<file path="src/rtl/pipeline_stage0.sv">
// Instruction-fetch stage: owns the PC, drives the memory address and feeds one
// byte per clock (or a NOP bubble) into the pipe register read by stage 1.
module pipeline_stage0 #(
    parameter int unsigned          ADDR_W       = 16,
    parameter logic [7:0]           NOP_OPCODE   = 8'h00,
    parameter logic [ADDR_W-1:0]    RESET_VECTOR = '0,
    parameter int unsigned          BOOT_NOPS    = 3
) (
    input  logic              ClockIn,
    input  logic              Reset,
    input  logic [7:0]        MemData,
    output logic [ADDR_W-1:0] MemAddr,
    output logic              MemRead,
    input  logic              BusRequest,
    input  logic              FetchSuppress,
    input  logic              PcLoad,
    input  logic [ADDR_W-1:0] PcLoadValue,
    output logic [7:0]        PipeOut,
    output logic              PipeValid,
    output logic [ADDR_W-1:0] Pc
);

    typedef enum logic [1:0] {
        ST_BOOT,
        ST_RUN,
        ST_HOLD
    } state_t;

    localparam logic [3:0] BOOT_INIT = 4'(BOOT_NOPS);

    state_t            r_state;
    state_t            w_state_nxt;
    logic [3:0]        r_bootcnt;
    logic [3:0]        w_bootcnt_nxt;
    logic [ADDR_W-1:0] r_pc;
    logic [ADDR_W-1:0] w_pc_nxt;
    logic [7:0]        r_pipe;
    logic [7:0]        w_pipe_nxt;
    logic              r_valid;
    logic              w_valid_nxt;
    logic              r_mem_read;
    logic              w_mem_read_nxt;

    always_ff @(posedge ClockIn) begin
        if (Reset) begin
            r_state    <= ST_BOOT;
            r_bootcnt  <= BOOT_INIT;
            r_pc       <= RESET_VECTOR;
            r_pipe     <= NOP_OPCODE;
            r_valid    <= 1'b0;
            r_mem_read <= 1'b0;
        end else begin
            r_state    <= w_state_nxt;
            r_bootcnt  <= w_bootcnt_nxt;
            r_pc       <= w_pc_nxt;
            r_pipe     <= w_pipe_nxt;
            r_valid    <= w_valid_nxt;
            r_mem_read <= w_mem_read_nxt;
        end
    end

    // Every path defaults to a bubble with the bus released; only a real fetch
    // overrides the pipe byte, and a redirect wins over PC hold in every state.
    always_comb begin
        w_state_nxt    = r_state;
        w_bootcnt_nxt  = r_bootcnt;
        w_pc_nxt       = r_pc;
        w_pipe_nxt     = NOP_OPCODE;
        w_valid_nxt    = 1'b0;
        w_mem_read_nxt = 1'b0;

        if (PcLoad) begin
            w_pc_nxt = PcLoadValue;
        end

        case (r_state)
            ST_BOOT: begin
                if (r_bootcnt <= 4'd1) begin
                    w_state_nxt    = ST_RUN;
                    w_mem_read_nxt = 1'b1;
                end else begin
                    w_bootcnt_nxt  = r_bootcnt - 4'd1;
                end
            end

            ST_RUN: begin
                if (BusRequest) begin
                    w_state_nxt    = ST_HOLD;
                end else if (PcLoad) begin
                    w_mem_read_nxt = 1'b1;
                end else if (FetchSuppress || !r_mem_read) begin
                    w_mem_read_nxt = !FetchSuppress;
                end else begin
                    w_pipe_nxt     = MemData;
                    w_valid_nxt    = 1'b1;
                    w_pc_nxt       = r_pc + 1'b1;
                    w_mem_read_nxt = 1'b1;
                end
            end

            ST_HOLD: begin
                if (!BusRequest) begin
                    w_state_nxt    = ST_RUN;
                    w_mem_read_nxt = 1'b1;
                end
            end

            default: begin
                w_state_nxt = ST_BOOT;
            end
        endcase
    end

    assign MemAddr   = r_pc;
    assign Pc        = r_pc;
    assign MemRead   = r_mem_read;
    assign PipeOut   = r_pipe;
    assign PipeValid = r_valid;

endmodule

</file>
<file path="config.mk">
export PLATFORM = sky130hd
export DESIGN_NAME = pipeline_stage0
export DESIGN_NICKNAME = d
export VERILOG_FILES = /design/src/rtl/pipeline_stage0.sv
export SDC_FILE = /design/constraint.sdc
export NUM_CORES = 1
export LEC_CHECK = 0
export BUFFER_PORTS_ARGS = -buffer_cell sky130_fd_sc_hd__buf_2
export CAP_MARGIN = 20
export CORE_ASPECT_RATIO = 2
export CORE_MARGIN = 2
export CORE_UTILIZATION = 52
export CTS_BUF_LIST = sky130_fd_sc_hd__clkbuf_8
export DETAILED_ROUTE_END_ITERATION = 10
export MAX_ROUTING_LAYER = met4
export PLACE_DENSITY = 0.95
export SYNTH_ARGS = -nofsm -noshare
export SYNTH_HDL_FRONTEND = slang
export SYNTH_SLANG_ARGS = --single-unit
</file>
<file path="constraint.sdc">
create_clock -name ClockIn -period 5.53 [get_ports ClockIn]
set_input_delay 1.106 -clock ClockIn [delete_from_list [all_inputs] [get_ports ClockIn]]
set_output_delay 1.106 -clock ClockIn [all_outputs]
set_load 0.05 [all_outputs]
</file>
Word level (Yosys, flattened, before mapping)
Index checks and enable logic that the tools add are counted.
- register bits: 32
- word-level logic and storage cells: 40
- $add $sub $neg: 2
- $lt $le $gt $ge: 1
- equality and inequality tests: 5
- muxes and demuxes: 16
- bitwise gates (word level): 2
- reductions and logical operators: 8
- operators by type and width (operator ; number):
    two-way mux 16 bit ; 5
    adder 16 x 1 -> 16 bit (second input constant) ; 1
    two-way mux 1 bit ; 6
    two-way mux 2 bit ; 3
    != test 2 bit (second input constant) ; 3
    case mux 2 bit (3 select lines) ; 1
    OR reduction 5 bit ; 1
    <= comparator 4 x 1 -> 1 bit (second input constant) ; 1
    OR reduction 4 bit ; 1
    subtractor 4 x 1 -> 4 bit (second input constant) ; 1
    case mux 1 bit (3 select lines) ; 1
    AND reduction 3 bit ; 1
    equality test 2 x 1 -> 1 bit (second input constant) ; 1
    equality test 2 bit (second input constant) ; 1
    zero test 1 bit ; 2
    zero test 2 bit ; 1
    inverter 1 bit ; 2
    AND reduction 2 bit ; 1
    logical OR 1 bit ; 1

Longest topological paths before layout
- word-level depth: 6
- depth in mapped cells: 7

Least setup slack after synthesis
No wires, ideal clock.
- path type: in2reg
- start point: input port FetchSuppress
- end point: register r_pc[11] (netlist: MemAddr[11])
- setup time: 0.091 ns
- arrival time: 2.673 ns
- required time: 5.439 ns
- slack: 2.766 ns
- cell stages on the path: 5
- buffers on the path: 1
- cells stage by stage: or3b_4 > or3_1 > buf_6 > or4_1 > a311oi_1
- word-level cells in the longest chain between the ends: 5
- ends and longest elaborated chain (element ; RTL line ; text):
    start, declared ; 15 ; input logic FetchSuppress,
    logical OR 1 bit ; 91 ; end else if (FetchSuppress || !r_mem_read) begin
    two-way mux 16 bit ; 91 ;
    two-way mux 16 bit ; 89 ; end else if (PcLoad) begin
    two-way mux 16 bit ; 87 ; if (BusRequest) begin
    two-way mux 16 bit ; 76 ; case (r_state)
    end signal, assigned ; 55 ; r_pc <= w_pc_nxt;
    end, declared ; 35 ; logic [ADDR_W-1:0] r_pc;
No other way between the ends.
A chain may end at the register's enable or synchronous reset.

Final worst setup path
Same ends and word-level chain as after synthesis.

==> metrics.md <==
| Metric | Value |
|---|---|
| Internal power | `475 uW` |
| Sum of routed wire length over all layers | `3.62 mm` |
| Most common library cells after synthesis | `dfxtp_1, nor2_1, buf_4` |
| Sequential group share of total power | `38.9%` |
| Delay of the slowest cell on the worst path | `520 ps` |
| Post-cts hold buffer count | `0` |
| Type of element launching the critical path | `primary input` |
| Total overflow reported by the global router | `0` |
| Depth of the CTS H-tree | `2` |
| Max Root-Sink Buffers | `2` |
| Worst setup slack after layout | `2850 ps` |
| Most common flop cell mapped by yosys | `dfxtp_1` |
| Share of synthesized area spent on multiplexers | `0.621%` |
| Clock input transition at the sequential cells of the worst setup and hold paths | `70 ps` |
| Master of the slowest instance on the critical path | `or3_1` |
| Detailed Route Iter0 Violations | `20` |
| Number of antenna violations at the first check in global routing | `0` |
| Met2 wire length | `1.97 mm` |
| Post-synth cell types | `35` |
| Combinational group share of total power | `26.3%` |
| Number of core rows | `28` |
| Die area | `3590 um2` |
| Most instantiated library cell after synthesis | `dfxtp_1` |
| Placed Instances | `259` |
| Critical Path Sink Type | `flip-flop` |
| Fraction of the mapped netlist area in simple logic gates | `23.5%` |
| Largest fanout on the critical path | `9` |
| Routability Congestion | `0.826` |
| Number of antenna cells inserted | `0` |
| Data arrival time of the critical path | `2880 ps` |
| Power density relative to cell area | `365 nW/um2` |
| Worst hold path startpoint | `r_bootcnt[1]` |
| Sum of routed wire segments on met1 | `1.35 mm` |
| Area of the core region | `2940 um2` |
| Via count of the first global-routing pass | `1381` |
| Net switching fraction of the power | `33.8%` |
| Die X | `43.4 um` |
| Reg-to-Reg Start | `r_state[1]` |
| Largest family of logic cells by synthesized area | `simple AND/OR/NAND/NOR gates` |
| Number of port buffers | `70` |
| Clock network fraction of design power | `34.8%` |
| Area Growth Syn to Fin | `21.9%` |
| Count of flip-flops with a built-in enable after synthesis | `0` |
| Final routed wire length divided by cell count | `13.5 um` |
| Clock latency on the worst-skew pair | `290 ps` |
| Share of the yosys chip area belonging to registers | `39.8%` |
| Final core occ | `66.8%` |
| # fillers | `266` |
| Cell count after synthesis | `184` |
| Net switching power figure | `243 uW` |
| Number of buffers inserted during clock tree synthesis | `5` |
| Unrepaired setup endpoints after global routing | `false` |
| Count of max-cap constraint violations | `0` |
| Met3 WL post-DR | `189 um` |
| Area fraction in compound gates after synthesis | `14.8%` |
| Post-synth design cell area | `1610 um2` |
| WP data required | `5730 ps` |
| Share of the cycle needed by the critical path after routing | `48.5%` |
| Global routing usage summed across all routing layers | `21.9%` |
| Number of ports placed on the die boundary | `71` |
| Count of antenna-violating nets left after detailed routing | `0` |
| Worst-Margin Slew | `837 ps` |
| Number of gates resized after cts | `0` |
| Drc violations | `0` |
| Number of pins with negative max-slew slack in the final report | `0` |
| Final critical path time including I/O delays and setup | `2680 ps` |
| Cell type with the largest total area after synthesis | `dfxtp_1` |
| Pin count of the biggest net entering global routing | `32` |
| Vias per cell | `5.50` |
| Worst Path Buf+Inv | `1` |
| Peak supply drop | `0.220 mV` |
| Total setup buffers inserted after CTS | `0` |
| Post-DP HPWL | `2.67 mm` |
| Slew headroom | `43.8%` |
| Leakage power of the design | `0.000882 uW` |
| Mapped Nets | `216` |
| Average footprint of a synthesized cell | `8.76 um2` |
| Final hold slack | `512 ps` |
| Run status | `completed` |
| Wire length of the first global-routing pass | `5.74 mm` |
| Number of nets at the end of the flow | `268` |
| Die Y | `82.7 um` |
| Post-Synth XOR/XNOR Area | `7.07%` |
| Top routing layer used | `met4` |
| Number of warnings printed during yosys synthesis | `0` |
| Worst-case setup slack after placement | `2570 ps` |
| Crit path kind | `in2reg` |
| # setup viols final | `0` |
| Adder and majority gate portion of the synthesized area | `2.33%` |
| Total number of vias | `1468` |
| Clock tree from TritonCTS | `done` |
| Critical Path Start | `FetchSuppress` |
| Fraction of registers with async set/reset | `0%` |
| Timing-limited maximum frequency | `373 MHz` |
| DR pass1 iterations | `4` |
| Setup TNS | `0 ps` |
| Post-route clock skew | `5.00 ps` |
| Number of register bits inferred by synthesis | `32` |
| Ordered list of cells on the worst path | `buf_2 > or3b_4 > or3_1 > or4_1 > a311oi_1` |
| Share of layout cells above drive strength 1 | `34.2%` |
| Leading cell types by total area after synthesis | `dfxtp_1, buf_4, xnor2_1` |
| Clock root buffer master | `clkbuf_8` |
| Portion of synthesized cell area occupied by the leading cell type | `39.8%` |
| Number of standard cells in the layout, taps in and fillers out | `267` |
| CP top delay family | `simple AND/OR/NAND/NOR gates` |
| Worst min path class | `reg2reg` |
| Effective utilization at floorplan | `54.8%` |
| Count of endpoints failing hold in the final timing report | `0` |
| Number of clock sinks | `32` |
## metal layers
layer	vias up	GRT usage [%]
li1	735	-
met1	667	21.7
met2	56	38.1
met3	10	3.04
met4	0	15.5
met5	-	-
## final cells by class
class                           instances  area (um2)  area share [%]
Multi-Input combinational cell        119         779            39.7
Sequential cell                        32         641            32.6
Timing Repair Buffer                   70         350            17.8
Clock buffer                            7        96.3            4.90
Tap cell                               30        37.5            1.91
Clock inverter                          1        30.0            1.53
Inverter                                8        30.0            1.53
## final timing paths
check / to / slack, ps / cells past startpoint
max: MemAddr[11] / 2850 / 5
max reg2reg: MemAddr[11] / 3360 / 4
min: r_bootcnt[1] / 510 / 1
min reg2reg: r_bootcnt[1] / 510 / 1
## placed cells by master (no fill, tap or decap), drive strengths merged, types with 5 or more instances in the layout
| master | n |
|---|---|
| buf | 70 |
| xnor2 | 10 |
| o31ai | 5 |
| inv | 8 |
| nand2 | 7 |
| nor4 | 6 |
| clkbuf | 7 |
| a211oi | 9 |
| and2 | 10 |
| dfxtp | 32 |
| a311oi | 5 |
| nor2 | 20 |
## through the flow
stage	total power, uW	instance area (um2)
after global placement	466	1840
final	717	1960
after global routing	748	1960
after CTS	722	1960
after detailed placement	471	1840
after floorplan	437	1610
## logic make-up after synthesis
group	Yosys count
compound gates	32
mux	1
simple gates	70
fa+ha+maj	3
buf+inv	33
flops	32
xor+xnor	13
## power groups by stage
stage                     combinational, uW  sequential (uW)  clock (uW)
after floorplan                         125              312           0
after global routing                    205              284         260
after global placement                  183              283           0
final                                   188              279         250
after detailed placement                187              285           0
after CTS                               190              279         253
## flip-flops by register name (all words and copies together) (netlist names)
register and count:
MemAddr 16, MemRead 1, r_bootcnt 4, PipeOut 8, r_state 2, PipeValid 1
Power figures use the tool's default switching activity.
